`src/rtl/lod_rr_arbiter_if.sv`:
```
// Requester-bank <-> arbiter handshake bundle.
//   req_in        : level request per requester (bit i = requester i)
//   release_in    : current owner is done (only meaningful while grant_valid)
//   lock_in       : owner asks to suppress the hold timeout (only while grant_valid)
//   grant_valid   : a grant is active
//   grant_out     : one-hot grant, zero when idle
//   grant_idx     : index of the granted requester, holds last winner when idle
//   timeout_pulse : one-cycle flag marking a forced release
// master = requester side, slave = arbiter side.
interface lod_rr_arbiter_if;
  logic [7:0] req_in;
  logic       release_in;
  logic       lock_in;
  logic       grant_valid;
  logic [7:0] grant_out;
  logic [2:0] grant_idx;
  logic       timeout_pulse;

  modport master (
    output req_in, release_in, lock_in,
    input  grant_valid, grant_out, grant_idx, timeout_pulse
  );

  modport slave (
    input  req_in, release_in, lock_in,
    output grant_valid, grant_out, grant_idx, timeout_pulse
  );
endinterface

```
`src/rtl/lod_rr_arbiter.sv`:
```
// 8-way arbiter sharing one downstream port among eight requesters.
// The winner is found with a highest-index-first leading-one search whose
// start point rotates (RR_EN=1) so the last winner has lowest priority, or
// is fixed at index 7 (RR_EN=0). A grant is held until the owner releases,
// drops its request, or exceeds MAX_HOLD cycles without lock_in.
// Ports:
//   clk : rising-edge clock
//   rst : synchronous active-high reset, dominates all inputs
//   arb : lod_rr_arbiter_if.slave bundle (requests in, registered grant out)
// Parameters:
//   RR_EN    : 1 = round-robin start point, 0 = fixed priority (7 highest)
//   MAX_HOLD : maximum grant length in cycles, 2..255
module lod_rr_arbiter #(
  parameter bit          RR_EN    = 1'b1,
  parameter int unsigned MAX_HOLD = 16
) (
  input  logic             clk,
  input  logic             rst,
  lod_rr_arbiter_if.slave  arb
);

  localparam logic [7:0] HOLD_LIM = 8'(MAX_HOLD - 1);

  typedef enum logic {IDLE, GRANT} state_e;

  state_e     state_q, state_d;
  logic [2:0] ptr_q, ptr_d;
  logic [7:0] hold_cnt_q, hold_cnt_d;
  logic       grant_valid_q, grant_valid_d;
  logic [7:0] grant_out_q, grant_out_d;
  logic [2:0] grant_idx_q, grant_idx_d;
  logic       timeout_q, timeout_d;

  logic [2:0] start_idx;
  logic [2:0] winner;
  logic       rel_any;
  logic       to_hit;

  // Descending search from 'start' with wrap 0->7. The request vector is
  // rotated so that bit 'start' lands at position 7; a plain leading-one
  // search then finds the winner, which is rotated back. All index math is
  // 3-bit so the mod-8 wrap is implicit.
  function automatic logic [2:0] rr_pick(input logic [7:0] req,
                                         input logic [2:0] start);
    logic [7:0] rot;
    logic [2:0] src;
    logic [2:0] k;
    k = '0;
    for (int i = 0; i < 8; i++) begin
      src    = 3'(i) + start + 3'd1;
      rot[i] = req[src];
    end
    for (int i = 0; i < 8; i++) begin
      if (rot[i]) k = 3'(i);
    end
    return k + start + 3'd1;
  endfunction

  assign start_idx = RR_EN ? (ptr_q - 3'd1) : 3'd7;
  assign winner    = rr_pick(arb.req_in, start_idx);

  always_comb begin
    state_d       = state_q;
    ptr_d         = ptr_q;
    hold_cnt_d    = hold_cnt_q;
    grant_valid_d = grant_valid_q;
    grant_out_d   = grant_out_q;
    grant_idx_d   = grant_idx_q;
    timeout_d     = 1'b0;
    rel_any       = 1'b0;
    to_hit        = 1'b0;

    case (state_q)
      IDLE: begin
        if (arb.req_in != 8'd0) begin
          state_d       = GRANT;
          ptr_d         = winner;
          hold_cnt_d    = 8'd0;
          grant_valid_d = 1'b1;
          grant_out_d   = 8'd1 << winner;
          grant_idx_d   = winner;
        end
      end
      GRANT: begin
        // Explicit or implicit release wins over a coincident timeout.
        rel_any    = arb.release_in || !arb.req_in[grant_idx_q];
        to_hit     = (hold_cnt_q == HOLD_LIM) && !arb.lock_in;
        hold_cnt_d = (hold_cnt_q == HOLD_LIM) ? hold_cnt_q : hold_cnt_q + 8'd1;
        if (rel_any || to_hit) begin
          state_d       = IDLE;
          grant_valid_d = 1'b0;
          grant_out_d   = 8'd0;
          timeout_d     = !rel_any;
        end
      end
      default: state_d = IDLE;
    endcase
  end

  always_ff @(posedge clk) begin
    if (rst) begin
      state_q       <= IDLE;
      ptr_q         <= 3'd0;
      hold_cnt_q    <= 8'd0;
      grant_valid_q <= 1'b0;
      grant_out_q   <= 8'd0;
      grant_idx_q   <= 3'd0;
      timeout_q     <= 1'b0;
    end else begin
      state_q       <= state_d;
      ptr_q         <= ptr_d;
      hold_cnt_q    <= hold_cnt_d;
      grant_valid_q <= grant_valid_d;
      grant_out_q   <= grant_out_d;
      grant_idx_q   <= grant_idx_d;
      timeout_q     <= timeout_d;
    end
  end

  assign arb.grant_valid   = grant_valid_q;
  assign arb.grant_out     = grant_out_q;
  assign arb.grant_idx     = grant_idx_q;
  assign arb.timeout_pulse = timeout_q;

endmodule

```
`src/flat_wrapper.sv`:
```
// flat-port wrapper written by rule: the top's interface ports become plain ports
module lod_rr_arbiter_flat 
#(
  parameter bit          RR_EN    = 1'b1,
  parameter int unsigned MAX_HOLD = 16
)
  (clk, rst, arb_req_in, arb_release_in, arb_lock_in, arb_grant_valid, arb_grant_out, arb_grant_idx, arb_timeout_pulse);
  lod_rr_arbiter_if arb_i ();
  input  logic clk;
  input  logic rst;
  input wire logic [$bits(arb_i.req_in)-1:0] arb_req_in;
  input wire logic [$bits(arb_i.release_in)-1:0] arb_release_in;
  input wire logic [$bits(arb_i.lock_in)-1:0] arb_lock_in;
  output wire logic [$bits(arb_i.grant_valid)-1:0] arb_grant_valid;
  output wire logic [$bits(arb_i.grant_out)-1:0] arb_grant_out;
  output wire logic [$bits(arb_i.grant_idx)-1:0] arb_grant_idx;
  output wire logic [$bits(arb_i.timeout_pulse)-1:0] arb_timeout_pulse;
  assign arb_i.req_in = arb_req_in;
  assign arb_i.release_in = arb_release_in;
  assign arb_i.lock_in = arb_lock_in;
  assign arb_grant_valid = arb_i.grant_valid;
  assign arb_grant_out = arb_i.grant_out;
  assign arb_grant_idx = arb_i.grant_idx;
  assign arb_timeout_pulse = arb_i.timeout_pulse;
  lod_rr_arbiter #(.RR_EN(RR_EN), .MAX_HOLD(MAX_HOLD)) u_core (.clk(clk), .rst(rst), .arb(arb_i));
endmodule
```
`config.mk`:
```
export PLATFORM = sky130hd
export DESIGN_NAME = lod_rr_arbiter_flat
export DESIGN_NICKNAME = d
export VERILOG_FILES = /design/src/rtl/lod_rr_arbiter_if.sv /design/src/rtl/lod_rr_arbiter.sv /design/src/flat_wrapper.sv
export SDC_FILE = /design/constraint.sdc
export NUM_CORES = 1
export LEC_CHECK = 0
export BUFFER_PORTS_ARGS = -buffer_cell sky130_fd_sc_hd__buf_2
export CAP_MARGIN = 20
export CORE_MARGIN = 10
export CORE_UTILIZATION = 23
export DETAILED_ROUTE_END_ITERATION = 10
export GPL_TIMING_DRIVEN = 1
export SLEW_MARGIN = 10
export SYNTH_ARGS = -nofsm -noshare
export SYNTH_HDL_FRONTEND = slang
export SYNTH_SLANG_ARGS = --single-unit
```
`constraint.sdc`:
```
create_clock -name clk -period 4.45 [get_ports clk]
set_clock_uncertainty 0.1 [all_clocks]
set_input_delay 0.6675 -clock clk [delete_from_list [all_inputs] [get_ports clk]]
set_output_delay 0.6675 -clock clk [all_outputs]
set_load 0.01 [all_outputs]
```
---- Word level (Yosys, flattened, before mapping) ----
Index checks and enable logic that the tools add are counted.
W data, S select, Z words.
word-level totals
  bits in registers ....................... 22
  output and inout port bits .............. 13
  word-level logic and storage cells ...... 85
  input port bits ......................... 12
cells by class
  $lt $le $gt $ge ......................... 8
  muxes and demuxes ....................... 35
  add/sub/neg operators ................... 18
  shift-type cells ........................ 1
  bitwise operators ....................... 2
  reductions and logical operators ........ 11
  equality and inequality tests ........... 4
operators by type and width
  kind                   count
  $lt A3 B4 Y1 const B   8
  $mux W8                4
  $pmux W8 S2            2
  $add A3 B1 Y3 const B  8
  $bmux W1 S3            8
  $mux W1                13
  $add A3 B3 Y3 const A  4
  $mux W3                4
  $add A8 B1 Y8 const B  1
  $eq A8 B4 Y1 const B   1
  $reduce_bool A8 Y1     1
  $shl A1 B3 Y8 const A  1
  $add A2 B3 Y3 const A  2
  $reduce_and A2 Y1      3
  $mux W2                2
  $ne A2 B2 Y1 const B   2
  $pmux W1 S2            2
  $add A1 B3 Y3 const A  1
  $add A3 B3 Y3          1
  $logic_not A1 Y1       3
  $reduce_or A3 Y1       1
  $sub A3 B1 Y3 const B  1
  $logic_or A1 B1 Y1     2
  $ne A2 B1 Y1 const B   1
  2 further kinds        3

---- Longest topological paths before layout ----
  depth in word-level cells ............... 17
  depth in mapped cells ................... 15
  depth with buffers taken out ............ 13

---- Least setup slack after synthesis ----
Ideal clock, no wire load.
  path kind ............................... register to register
  from .................................... reg u_core.ptr_q[0]
  to ...................................... reg u_core.grant_out_q[3], in the netlist u_core.arb.grant_out[3]
  period minus slack after synthesis ...... 3.614 ns
  library setup time ...................... 0.069 ns
  cell stages (with the launch flop) ...... 15
  required time ........................... 4.281 ns
  slack ................................... 0.836 ns
  arrival time ............................ 3.445 ns
  buffers on the path ..................... 2
  cells stage by stage .................... dfxtp_1 buf_6 inv_1 ha_1 buf_4 mux2i_1 mux2_2 mux2i_1 nor2_1 o2bb2ai_1 o41ai_1 ha_1 fa_1 or4_1 o21ai_1
between the ends
  longest elaborated chain between the ends .. 17
  elaborated cells between the ends (all ways) .. 48
  classes of those cells .................. add/sub (17); eq/ne (1); shift (1); mux (25); reduce/logical (4)
RTL lines
  element                        line                   text
  from (decl)                    lod_rr_arbiter.sv:27   logic [2:0] ptr_q, ptr_d;
  from (signal assigned)         lod_rr_arbiter.sv:111  ptr_q <= ptr_d;
  $sub A3 B1 Y3                  lod_rr_arbiter.sv:59   assign start_idx = RR_EN ? (ptr_q - 3'd1) : 3'd7;
  $add A1 B3 Y3                  lod_rr_arbiter.sv:50   src = 3'(i) + start + 3'd1;
  $add A3 B1 Y3                  lod_rr_arbiter.sv:50
  $bmux W1 S3                    lod_rr_arbiter.sv:51   rot[i] = req[src];
  $mux W1 (not written as such)  lod_rr_arbiter.sv:51
  $mux W1                        lod_rr_arbiter.sv:54   if (rot[i]) k = 3'(i);
  $mux W2 (2 in a row)           lod_rr_arbiter.sv:54
  $mux W3 (4 in a row)           lod_rr_arbiter.sv:54
  $add A3 B3 Y3                  lod_rr_arbiter.sv:56   return k + start + 3'd1;
  $add A3 B1 Y3                  lod_rr_arbiter.sv:56
  $shl A1 B3 Y8                  lod_rr_arbiter.sv:80   grant_out_d = 8'd1 << winner;
  $mux W8                        lod_rr_arbiter.sv:75   if (arb.req_in != 8'd0) begin
  $pmux W8 S2                    lod_rr_arbiter.sv:73   case (state_q)
  to (signal assigned)           lod_rr_arbiter.sv:114  grant_out_q <= grant_out_d;
  to (decl)                      lod_rr_arbiter.sv:30   logic [7:0] grant_out_q, grant_out_d;
Several ways; a longest one is shown, not always the timed one. The select of a mux whose other input is x is not followed.
A chain may end at the register's enable or synchronous reset.

---- Worst setup path after layout ----
  from .................................... reg u_core.ptr_q[1]
  to ...................................... reg u_core.grant_out_q[7], in the netlist u_core.arb.grant_out[7]
Same word-level chain as after synthesis.

==> summary.txt <==
Placement
  – DP Area: roughly 1700 um2
  – Detailed placement HPWL: ~2700 um
  – GPL Wtd Cong: just over 0.8
  – I/O Buffers: 24

Floorplan
  – Io pins: 25
  – Die H: ~100 um
  – Chip Width: 100 um
  – Site Rows: 29
  – Die area: 9990 um2
  – Core area: 6280 um2
  – Initial Utilization: approximately a quarter

Logic synthesis
  – Warnings, synthesis: 0
  – Post-synthesis register bit count: 22
  – Syn_nets: between 150 and 200
  – Async S/R FF share, synth: 0%
  – Synth cell types: between 40 and 50
  – Cell count after synthesis: approximately 170
  – EDFF count, synth: 0
  – Synth Area per Inst: 8.91 um2
  – Synth Flop Type: dfxtp_1
  – Sequential area share after synthesis: between 20% and 30%
  – Syn Std Cell Area: 1470 um2

Final layout
  – Fillers: 683
  – Sequential Area: around 440 um2
  – Post-route design area: 1730 um2
  – Multi-input logic area: 980 um2
  – Nets: 206
  – Layout cells sized above 1: roughly 22%
  – Most frequent cells in the layout: buf_2, dfxtp_1, nor2_1
  – Area growth syn-to-layout: 17.7%
  – Most common cell after layout, fill and taps aside: buf_2
  – Antenna diode instance count: 0

Global routing
  – Grt total ovfl: 0
  – First-pass GRT wire length: 5910 um
  – Largest net degree at the start of global routing: 18
  – Number of antenna violations at the first check in global routing: 0
  – Overall routing resource usage: about 7%
  – Vias in the first global route: 1251

Route
  – DRC Markers: 0
  – Routed wire length: 3460 um
  – DR iter-0 viols: 67
  – Routed WL per cell: 13.1 um
  – Routed Antenna Nets: 0
  – Vias: 1285
  – Vias per inst: 4.85
  – First-pass iteration count of the detailed router: 4

Clocking
  – Clock buffer depth: 2
  – TritonCTS buffer count: 3
  – Worst-path clk slew: 0.08 ns
  – # resized after CTS: 0
  – Post-CTS Setup Bufs: 0
  – Hold Buf Count CTS: 0
  – CTS tree: yes
  – H-tree depth: 1
  – Root buffer cell: clkbuf_8
  – CTS sink cnt: 22
  – Clock insertion delay at the later pin of the skew report: around 0.26 ns

Setup path
  – Critical path class: flop to flop
  – Crit path DAT: 3.92 ns
  – Worst-path fanout max: 12
  – Worst EP required: between 4 and 5 ns
  – Critical path launch point type: flop
  – Worst Setup End Kind: flop

Power
  – Sw frac: a little over two fifths
  – Sequential share of power: between 20% and 30%
  – Maximum VDD drop: 0.222 mV
  – Internal power: between 0.7 and 0.8 mW
  – Lkg Pwr: 0.696 nW
  – Pwr/cell area: 765 nW/um2
  – Share of total power in combinational logic: 65.8%
  – Switch Pwr: 0.578 mW
  – Clock Power Share: 14.1%

STA
  – Crit path time final: 3.81 ns
  – Final hold viol count: 0
  – Worst slew pin tran: around 1 ns
  – Slew HR: 31.8%
  – Fmax: 262 MHz
  – RSZ-0062 raised after global routing: no
  – Period Utilization, post-route: 85.7%
  – Setup TNS: 0 ns
  – Slew Limit Fails: 0
  – Setup violators final: 0

Hold path
  – Worst hold path class: flop to flop

Status
  – Outcome: complete, no violations

Job
  – Max-Cap Viols: 0
-- synthesized netlist by cell type (2+ instances only) --
cell / instances / area share (%)
a211oi_1: 3 / 1.5
a21oi_1: 8 / 2.7
and3_1: 2 / 0.85
clkbuf_1: 3 / 0.77
dfxtp_1: 22 / 30
ha_1: 4 / 3.4
inv_1: 4 / 1.0
mux2_2: 4 / 3.1
mux2i_1: 16 / 11
mux4_2: 2 / 3.1
nand2_1: 13 / 3.3
nand2b_1: 3 / 1.3
nand3_1: 5 / 1.7
nand3b_1: 5 / 2.6
nor2_1: 19 / 4.9
nor2b_1: 4 / 1.7
nor3_1: 3 / 1.0
o21ai_0: 4 / 1.4
o21ai_1: 8 / 2.7
o221ai_1: 2 / 1.2
or2_2: 2 / 0.85
or4_1: 3 / 1.5
xnor2_1: 3 / 1.8
-- final cells by class --
class	instances	area share, %
multi-input cells	133	56.6
flip-flops and latches	22	25.5
repair buffers	25	7.38
well taps	77	5.57
clock buffers	3	2.39
clock inverters	1	1.74
inverters	4	0.868
-- layer usage --
layer	vias to the layer above	wire, um	GRT usage (%)
met5	-	0	0
li1	652	-	-
met3	4	181	2.47
met1	609	1650	8.63
met2	20	1610	11.4
met4	0	25	1.65
-- worst max-delay path: stages, from the launching register on --
cell and delay [ns]:
dfxtp_1 0.41, inv_1 0.10, ha_1 0.65, mux2i_1 0.19, mux2_2 0.31, mux2i_1 0.27, nor2_1 0.08, o2bb2ai_1 0.17
o41ai_1 0.10, ha_1 0.20, fa_1 0.51, or4_1 0.55, o21ai_1 0.12
-- path summary, 6_finish.rpt --
kind,slack (ns),depth (start not counted),to,start
worst min register to register,0.35,2,u_core.arb.grant_out[1]$_SDFFE_PP0P_,u_core.arb.grant_out[1]$_SDFFE_PP0P_
worst min-delay path,0.35,2,u_core.arb.grant_out[1]$_SDFFE_PP0P_,u_core.arb.grant_out[1]$_SDFFE_PP0P_
worst max-delay path,0.64,12,u_core.arb.grant_out[7]$_SDFFE_PP0P_,u_core.ptr_q[1]$_SDFFE_PP0P_
worst max register to register,0.64,12,u_core.arb.grant_out[7]$_SDFFE_PP0P_,u_core.ptr_q[1]$_SDFFE_PP0P_
-- sequential cells by signal (all words and copies together), names as in the netlist --
register                  count
u_core.ptr_q                  3
u_core.arb.grant_valid        1
u_core.hold_cnt_q             8
u_core.arb.timeout_pulse      1
u_core.state_q                1
u_core.arb.grant_out          8
-- through the flow --
step	util, %	hold slack [ns]	power (mW)	worst slack (ns)	cells
4_1_cts	27.6	0.351	1.34	0.619	265
3_3_place_gp	26.4	0.338	1.14	0.652	261
2_1_floorplan	-	0.351	0.987	0.836	165
6_report	27.6	0.350	1.32	0.635	265
5_1_grt	27.6	0.375	1.44	0.304	265
3_5_place_dp	26.4	0.340	1.15	0.663	261
-- power by group through the flow --
| stage | clock (mW) | sequential, mW | combinational [mW] |
|---|---|---|---|
| after floorplan | 0 | 0.263 | 0.723 |
| after global placement | 0 | 0.269 | 0.875 |
| after detailed placement | 0 | 0.272 | 0.874 |
| after CTS | 0.191 | 0.267 | 0.883 |
| after global routing | 0.200 | 0.273 | 0.967 |
| final | 0.186 | 0.267 | 0.871 |
-- cell families after synthesis --
kind of cell               Yosys count  share of synthesized area, %
buffers and inverters               10                          3.40
AOI/OAI and AO/OA                   34                          14.7
xor gates and xnor gates             6                          5.36
DFF                                 22                          30.0
muxes                               23                          18.8
adders and majority gates            5                          4.77
and+or+nand+nor                     65                          23.0
Note: power is estimated with default switching activity, not from simulation.
